$ cat config.mk
export PLATFORM = sky130hd
export DESIGN_NAME = led_scan_capture_flat
export DESIGN_NICKNAME = d
export VERILOG_FILES = /design/src/rtl/led_scan_capture_if.sv /design/src/rtl/led_scan_capture.sv /design/src/flat_wrapper.sv
export SDC_FILE = /design/constraint.sdc
export NUM_CORES = 1
export LEC_CHECK = 0
export ABC_AREA = 1
export BUFFER_PORTS_ARGS = -buffer_cell sky130_fd_sc_hd__buf_2
export CORE_ASPECT_RATIO = 0.6
export CORE_MARGIN = 2
export CORE_UTILIZATION = 55
export DETAILED_ROUTE_END_ITERATION = 7
export PLACE_DENSITY = 0.77
export SYNTH_ARGS = -nofsm -noshare
export SYNTH_HDL_FRONTEND = slang
export SYNTH_SLANG_ARGS = --single-unit
$ cat constraint.sdc
create_clock -name in_clka -period 6.2 [get_ports in_clka]
set_input_delay 1.24 -clock in_clka [delete_from_list [all_inputs] [get_ports in_clka]]
set_output_delay 1.24 -clock in_clka [all_outputs]
set_load 0.02 [all_outputs]
$ cat src/rtl/led_scan_capture_if.sv
// Scan-side signals between the LED matrix driver and the frame capture monitor.
// The master drives the scan lines; the slave (monitor) returns the rebuilt frame.
interface led_scan_capture_if;
  logic [7:0]  in_row_cathode;
  logic [7:0]  in_column_anode;
  logic [63:0] out_frame_flat;
  logic        out_frame_valid;
  logic [7:0]  out_frame_count;
  logic        out_scan_error;
  logic [7:0]  out_rows_seen;

  modport master (
    output in_row_cathode,
    output in_column_anode,
    input  out_frame_flat,
    input  out_frame_valid,
    input  out_frame_count,
    input  out_scan_error,
    input  out_rows_seen
  );

  modport slave (
    input  in_row_cathode,
    input  in_column_anode,
    output out_frame_flat,
    output out_frame_valid,
    output out_frame_count,
    output out_scan_error,
    output out_rows_seen
  );
endinterface

$ cat src/rtl/led_scan_capture.sv
// Rebuilds the 8x8 LED frame from the multiplexed row/column scan lines.
// A row is committed once its pattern has been stable for STABLE_CYCLES edges.
module led_scan_capture #(
  parameter int unsigned STABLE_CYCLES = 2
) (
  input logic               in_clka,
  input logic               in_restart_n,
  led_scan_capture_if.slave bus
);

  typedef enum logic [1:0] {StIdle, StTrack, StHeld} state_e;

  localparam logic [3:0] StableThr = 4'(STABLE_CYCLES);

  state_e      state_q, state_d;
  logic [3:0]  cnt_q, cnt_d;
  logic [7:0]  prev_row_q, prev_col_q;
  logic [63:0] frame_buf_q, frame_buf_d;
  logic [63:0] frame_flat_q;
  logic        frame_valid_q;
  logic [7:0]  frame_count_q;
  logic        scan_error_q;
  logic [7:0]  rows_seen_q, rows_seen_d;

  logic [3:0]  zeros;
  logic [2:0]  row_idx;
  logic [5:0]  row_base;
  logic        is_valid, is_blank, is_illegal, same;
  logic        commit, publish;

  always_comb begin
    zeros   = '0;
    row_idx = '0;
    for (int i = 0; i < 8; i++) begin
      if (!bus.in_row_cathode[i]) begin
        zeros   = zeros + 4'd1;
        row_idx = 3'(i);
      end
    end
    is_valid   = (zeros == 4'd1);
    is_blank   = (bus.in_row_cathode == 8'hFF);
    is_illegal = !is_valid && !is_blank;
    same       = ({bus.in_row_cathode, bus.in_column_anode} == {prev_row_q, prev_col_q});
    row_base   = {row_idx, 3'b000};

    if (is_valid && same) begin
      cnt_d = (cnt_q == 4'hF) ? cnt_q : cnt_q + 4'd1;
    end else if (is_valid) begin
      cnt_d = 4'd1;
    end else begin
      cnt_d = 4'd0;
    end

    // Once HELD, an unchanged pattern must not commit again, even if the count saturates.
    commit = (cnt_d == StableThr) && is_valid && (!same || state_q != StHeld);

    frame_buf_d = frame_buf_q;
    rows_seen_d = rows_seen_q;
    if (commit) begin
      frame_buf_d[row_base +: 8] = bus.in_column_anode;
      rows_seen_d                = rows_seen_q | (8'b1 << row_idx);
    end
    publish = commit && (rows_seen_d == 8'hFF);

    if (!is_valid) begin
      state_d = StIdle;
    end else if (commit) begin
      state_d = StHeld;
    end else if (!same || state_q == StIdle) begin
      state_d = StTrack;
    end else begin
      state_d = state_q;
    end
  end

  always_ff @(posedge in_clka) begin
    if (!in_restart_n) begin
      state_q       <= StIdle;
      cnt_q         <= '0;
      prev_row_q    <= '0;
      prev_col_q    <= '0;
      frame_buf_q   <= '0;
      frame_flat_q  <= '0;
      frame_valid_q <= 1'b0;
      frame_count_q <= '0;
      scan_error_q  <= 1'b0;
      rows_seen_q   <= '0;
    end else begin
      state_q       <= state_d;
      cnt_q         <= cnt_d;
      prev_row_q    <= bus.in_row_cathode;
      prev_col_q    <= bus.in_column_anode;
      frame_buf_q   <= frame_buf_d;
      frame_valid_q <= publish;
      rows_seen_q   <= publish ? 8'h00 : rows_seen_d;
      if (publish) begin
        frame_flat_q  <= frame_buf_d;
        frame_count_q <= frame_count_q + 8'd1;
      end
      if (is_illegal) begin
        scan_error_q <= 1'b1;
      end
    end
  end

  assign bus.out_frame_flat  = frame_flat_q;
  assign bus.out_frame_valid = frame_valid_q;
  assign bus.out_frame_count = frame_count_q;
  assign bus.out_scan_error  = scan_error_q;
  assign bus.out_rows_seen   = rows_seen_q;

endmodule

$ cat src/flat_wrapper.sv
// flat-port wrapper written by rule: the top's interface ports become plain ports
module led_scan_capture_flat 
#(
  parameter int unsigned STABLE_CYCLES = 2
)
  (in_clka, in_restart_n, bus_in_row_cathode, bus_in_column_anode, bus_out_frame_flat, bus_out_frame_valid, bus_out_frame_count, bus_out_scan_error, bus_out_rows_seen);
  led_scan_capture_if bus_i ();
  input logic in_clka;
  input logic in_restart_n;
  input wire logic [$bits(bus_i.in_row_cathode)-1:0] bus_in_row_cathode;
  input wire logic [$bits(bus_i.in_column_anode)-1:0] bus_in_column_anode;
  output wire logic [$bits(bus_i.out_frame_flat)-1:0] bus_out_frame_flat;
  output wire logic [$bits(bus_i.out_frame_valid)-1:0] bus_out_frame_valid;
  output wire logic [$bits(bus_i.out_frame_count)-1:0] bus_out_frame_count;
  output wire logic [$bits(bus_i.out_scan_error)-1:0] bus_out_scan_error;
  output wire logic [$bits(bus_i.out_rows_seen)-1:0] bus_out_rows_seen;
  assign bus_i.in_row_cathode = bus_in_row_cathode;
  assign bus_i.in_column_anode = bus_in_column_anode;
  assign bus_out_frame_flat = bus_i.out_frame_flat;
  assign bus_out_frame_valid = bus_i.out_frame_valid;
  assign bus_out_frame_count = bus_i.out_frame_count;
  assign bus_out_scan_error = bus_i.out_scan_error;
  assign bus_out_rows_seen = bus_i.out_rows_seen;
  led_scan_capture #(.STABLE_CYCLES(STABLE_CYCLES)) u_core (.in_clka(in_clka), .in_restart_n(in_restart_n), .bus(bus_i));
endmodule
==> flow_metrics.tcl, run 1 <==
set metrics [dict create \
    status "finished, final reports clean" \
    ys_seq_area_frac 0.4433 \
    synth_top_family_by_area "simple AND/OR/NAND/NOR gates" \
    min_period_ns 5.852 \
    drive_above_1_share 0.1822 \
    synth-simple-area-share 0.3409 \
    synth_area_sq_um 7586 \
    p_int_w 0.001784 \
    clockBufferDepth 2 \
    maxSlewViolCount 0 \
    slowest_delay_ns 0.30 \
    detail_route.iter0.violations 468 \
    crit_arrival_ns 6.22 \
    grt_pass1_wl_um 30260 \
    syn_nets 1128 \
    path_class "in2reg" \
    cts_tree "built" \
    cts-root-buf "clkbuf_16" \
    cts_max_level 4 \
    p_per_area_nw_per_um2 257.2 \
    synth_compound_area_frac 0.05014 \
    final_common_cell "nand2_1" \
    synth_cell_types 30 \
    hold_buffers 0 \
    synthCells 1094 \
    num_vias 6926 \
    grt_pass1_vias 6275 \
    p_total_w 0.002329 \
    gp_congestion 0.9267 \
    synth_xor_area_frac 0.01963 \
    grt.total_usage 0.2602 \
    power_leakage_nw 4.670 \
    worstSetupStartpointType "input pin" \
    rows 33 \
    synthAdderAreaFrac 0.02639 \
    layout.nets 1235 \
    gr-total-overflow 0 \
    tightest_slew_ns 0.9019 \
    clock_skew_ns 0.01249 \
    portBuffers 99 \
    slew_headroom 0.3988 \
    numCtsBuffers 17 \
    cp_max_fo 14 \
    clock_latency_ns 0.42 \
    ys_warn_count 0 \
    core_area_sq_um 13540 \
    finalHoldViolCount 0 \
    switching_share 0.2339 \
    hp-class "reg2reg" \
    ys_seq_elements 168 \
    setup_ws_ns 0.3479 \
    combPwrFrac 0.071 \
    drc 0 \
    die_h_um 94.97 \
    clk_pin_slew_ns 0.06 \
    dr.pass1.iters 5 \
    crit_top_cell "nand2_1" \
    viasPerCell 4.990 \
    hpwl_um 12880 \
    maxCapViolCount 0 \
    fp.dieW_um 155.6 \
    max_freq_mhz 170.9 \
    seqPwrFrac 0.469 \
    drt_wl_total_um 18700 \
    final_cell_mix "nand2_1, inv_1, dfxtp_1, nor2_1, nand3_1" \
    area_growth_pct 19.33 \
    p_sw_w 0.0005447 \
    start_util 0.5601 \
    insertedDiodeCount 0 \
    post_drt_wl_per_cell_um 13.47 \
    setup_viol 0 \
    clock-sinks 168 \
    pre_cts_slack_ns -0.09156 \
    synthMuxAreaShare 0.001319 \
    slowest_stage "or2_2" \
    route.antenna.remaining_nets 0 \
    syn_area_per_cell_sq_um 6.934 \
    ir_worst_vdd_mv 0.1894 \
    p_clk_frac 0.460 \
    finalCritPeriodShare 0.9439 \
    fp.dieArea_sq_um 14780 \
    worstPathRequired_ns 6.56 \
    antenna_found_initial 0 \
    num-fill-cells 1147 \
    io-pin-count 100 \
    grt_max_degree 85 \
    crit_path_end_kind "flip-flop" \
]
==> power groups by stage <==
stage               logic, W  clock network, W  registers (W)
floorplan           0.000115                 0        0.00112
global placement    0.000158                 0        0.00112
detailed placement  0.000160                 0        0.00112
CTS                 0.000162           0.00108        0.00109
global route        0.000188           0.00112        0.00109
finish              0.000165           0.00107        0.00109
==> Yosys cell counts <==
cell / n / area, sq um
nand4_1: 11 / 68.82
ha_1: 16 / 200.2
nand2_2: 3 / 18.77
nor2_2: 2 / 12.51
nand3_1: 100 / 500.5
dfxtp_1: 168 / 3363
nor3_1: 5 / 25.02
nand2_1: 303 / 1137
nand3_2: 6 / 60.06
clkbuf_1: 24 / 90.09
o21ai_0: 52 / 260.3
nor4_1: 4 / 25.02
xnor2_1: 13 / 113.9
xor2_1: 4 / 35.03
buf_6: 4 / 45.04
buf_4: 1 / 7.510
nor4_4: 1 / 21.27
o21ai_1: 3 / 15.01
nand4_2: 1 / 12.51
inv_2: 3 / 11.26
nor2_1: 115 / 431.7
nand3b_1: 1 / 7.510
nor3b_2: 1 / 12.51
or2_2: 35 / 219.0
a21oi_1: 21 / 105.1
inv_1: 176 / 660.6
buf_2: 15 / 75.07
nor2_4: 3 / 33.78
mux2i_1: 1 / 10.01
buf_1: 2 / 7.510
==> layer usage <==
layer	GRT usage	up-vias	routed length [um]
met2	0.4060	209	7788
met1	0.3736	3145	9365
met4	0.06422	0	136
li1	-	3557	-
met3	0.04911	15	1408
met5	0	-	0
==> through the flow <==
step | setup TNS, ns | instance area [sq um] | hold WS [ns] | cells | util
2_1_floorplan | 0 | 7586 | 0.5041 | 1094 | -
3_5_place_dp | -2.254 | 8391 | 0.4551 | 1354 | 0.6195
4_1_cts | 0 | 8987 | 0.4661 | 1385 | 0.6636
3_3_place_gp | 0 | 8391 | 0.4544 | 1354 | 0.6195
6_report | 0 | 9052 | 0.4623 | 1388 | 0.6684
5_1_grt | -0.04175 | 9052 | 0.4835 | 1388 | 0.6684
==> final cells by class <==
type,instances,area [sq um],area share
multi-input cells,701,3357,0.3708
repair buffers,134,844.6,0.09330
clock buffers,21,450.4,0.04976
clock inverters,10,146.4,0.01617
inverters,179,671.9,0.07422
flip-flops and latches,168,3363,0.3715
well taps,175,219.0,0.02419
==> critical path: cells and delay by family <==
kind | cells | cell delay, ns
adder cells (fa/ha/maj) | 6 | 1.61
AND/OR/NAND/NOR | 21 | 2.48
AO/OA/AOI/OAI | 2 | 0.29
buffers and inverters | 7 | 0.56
==> flip-flops by register name (all words and copies together), names as in the netlist <==
name                        count
u_core.state_q                  2
u_core.frame_buf_q             64
u_core.prev_row_q               8
u_core.bus.out_rows_seen        8
u_core.cnt_q                    4
u_core.bus.out_frame_flat      64
u_core.bus.out_frame_valid      1
u_core.bus.out_frame_count      8
u_core.bus.out_scan_error       1
u_core.prev_col_q               8
==> worst paths after layout <==
path                                      start                       endpoint  slack, ns  cells past startpoint
hold reg to reg   u_core.bus.out_frame_flat[27]  u_core.bus.out_frame_flat[27]       0.46                      2
hold / removal    u_core.bus.out_frame_flat[27]  u_core.bus.out_frame_flat[27]       0.46                      2
setup / recovery          bus_in_row_cathode[1]   u_core.bus.out_frame_flat[0]       0.35                     36
setup reg to reg           u_core.prev_row_q[6]   u_core.bus.out_frame_flat[0]       2.76                     17
==> cell families (layout without fill, tap and decap cells) <==
kind of cell    count (synthesis)  in the layout
compound gates                 76             76
xor+xnor                       17             17
fa+ha+maj                      16             16
buf+inv                       225            344
flops                         168            168
mux                             1              1
simple gates                  591            591
==> timing repair <==
| item | 4_1_cts | 5_1_grt |
|---|---|---|
| setup endpoints to repair | 0 | 72 |
| resized for setup | 0 | 8 |
| setup buffers | 0 | 3 |
No activity file was read; power rests on OpenSTA's default activity.
==> inputs of run 2 (changes only) <==
- CELL_PAD_IN_SITES_DETAIL_PLACEMENT: not set -> 1
- CELL_PAD_IN_SITES_GLOBAL_PLACEMENT: not set -> 1
- CORE_UTILIZATION: 55 -> 41
- PLACE_DENSITY: 0.77 -> not set
- PLACE_DENSITY_LB_ADDON: not set -> 0.12
==> flow_metrics.tcl, run 2 (synthesis results as in run 1) <==
set metrics [dict create \
    start_util 0.4188 \
    slew_headroom 0.3555 \
    portBuffers 99 \
    status "finished, final reports clean" \
    clock-sinks 168 \
    drc 0 \
    crit_path_end_kind "flip-flop" \
    post_drt_wl_per_cell_um 15.53 \
    viasPerCell 4.818 \
    grt_max_degree 84 \
    place_inst 1419 \
    clock_skew_ns 0.01445 \
    core_area_sq_um 18110 \
    final_cell_mix "nand2_1, inv_1, dfxtp_1, nor2_1, buf_2" \
    route.antenna.remaining_nets 0 \
    drt_wl_total_um 22670 \
    grt.total_usage 0.2253 \
    max_freq_mhz 167.8 \
    worstSetupStartpointType "input pin" \
    die_h_um 109.4 \
    cp_max_fo 6 \
    p_int_w 0.001746 \
    gr-total-overflow 0 \
    area_growth_pct 22.79 \
    final_cells 1460 \
    rows 38 \
    hp-class "reg2reg" \
    insertedDiodeCount 0 \
    crit_arrival_ns 6.32 \
    worstPathRequired_ns 6.56 \
    cts_tree "built" \
    slowest_stage "ha_4" \
    fp.dieW_um 179.6 \
    hold_buffers 0 \
    seq_area_sq_um 3363 \
    p_per_area_nw_per_um2 252.6 \
    ir_worst_vdd_mv 0.1952 \
    p_clk_frac 0.460 \
    min_period_ns 5.958 \
    hpwl_um 15820 \
    r2r_start "u_core.prev_row_q[3]" \
    pre_cts_slack_ns -0.1684 \
    combPwrFrac 0.076 \
    switching_share 0.2582 \
    io-pin-count 100 \
    grt_pass1_wl_um 35280 \
    cts-root-buf "clkbuf_16" \
    seqPwrFrac 0.464 \
    final_core_util 0.5142 \
    gp_congestion 0.8139 \
    fp.dieArea_sq_um 19640 \
    numCtsBuffers 17 \
    maxSlewViolCount 0 \
    dr.pass1.iters 5 \
    slowest_delay_ns 0.30 \
    path_class "in2reg" \
    power_leakage_nw 4.737 \
    tightest_slew_ns 0.9668 \
    multi_input_area_sq_um 3390 \
    num_vias 7034 \
    drive_above_1_share 0.1959 \
    crit_start "bus_in_row_cathode[1]" \
    layout.nets 1242 \
    finalCritPeriodShare 0.9610 \
    num-fill-cells 2376 \
    setup_ws_ns 0.2420 \
    clk_pin_slew_ns 0.07 \
    clockBufferDepth 2 \
    setup_viol 0 \
    crit_top_cell "nand2_1" \
    finalHoldViolCount 0 \
    cts_max_level 4 \
    p_sw_w 0.0006075 \
    grt_pass1_vias 6872 \
    maxCapViolCount 0 \
    antenna_found_initial 1 \
    clock_latency_ns 0.43 \
    final_common_cell "nand2_1" \
    hold_start "u_core.bus.out_frame_flat[32]" \
    detail_route.iter0.violations 400 \
]
run 2: path summary, 6_finish.rpt:
path,end,slack (ns),cells past startpoint
worst min-delay path,u_core.bus.out_frame_flat[32],0.47,2
worst max-delay path,u_core.bus.out_frame_flat[31],0.24,37
worst min register to register,u_core.bus.out_frame_flat[32],0.47,2
worst max register to register,u_core.bus.out_frame_flat[31],2.86,18
run 2: critical path, delay by kind of cell:
kind / cells / cell delay (ns)
adders and majority gates: 6 / 1.69
buffers and inverters: 8 / 0.81
and+or+nand+nor: 22 / 2.50
AOI/OAI and AO/OA: 1 / 0.10
run 2: metal layers:
metal / wire length [um] / share of wire / vias to the layer above / GRT usage
met5: 7 / 0.00031 / - / 0
li1: - / - / 3557 / -
met3: 805 / 0.036 / 13 / 0.03544
met2: 9429 / 0.42 / 109 / 0.3484
met4: 129 / 0.0057 / 2 / 0.04704
met1: 12300 / 0.54 / 3353 / 0.3331
run 2: power by group through the flow:
stage / clock network [W] / registers (W) / logic [W]
after CTS: 0.00110 / 0.00109 / 0.000169
after global placement: 0 / 0.00112 / 0.000165
after detailed placement: 0 / 0.00112 / 0.000167
after global routing: 0.00115 / 0.00109 / 0.000201
after floorplan: 0 / 0.00112 / 0.000115
final: 0.00108 / 0.00109 / 0.000179
run 2: layout make-up:
type                       count  share of cell area
multi-input combinational    701              0.3639
sequential                   168              0.3610
timing repair buffer         141              0.1073
inverter                     179             0.07213
clock buffer                  17             0.04567
tap                          240             0.03224
clock inverter                14             0.01773
run 2: through the flow:
step | setup TNS (ns) | total power (W) | hold slack (ns) | area, sq um
finish | 0 | 0.002353 | 0.4663 | 9315
global route | -0.3398 | 0.002442 | 0.4846 | 9315
global placement | 0 | 0.001280 | 0.4556 | 8497
detailed placement | -9.626 | 0.001283 | 0.4580 | 8497
CTS | 0 | 0.002362 | 0.4732 | 9087
floorplan | 0 | 0.001231 | 0.5041 | 7586
run 2: repair_timing:
| action | in CTS | in global routing |
|---|---|---|
| gates resized for setup | 0 | 19 |
| endpoints found under the setup margin | 0 | 89 |
| setup buffers | 0 | 6 |
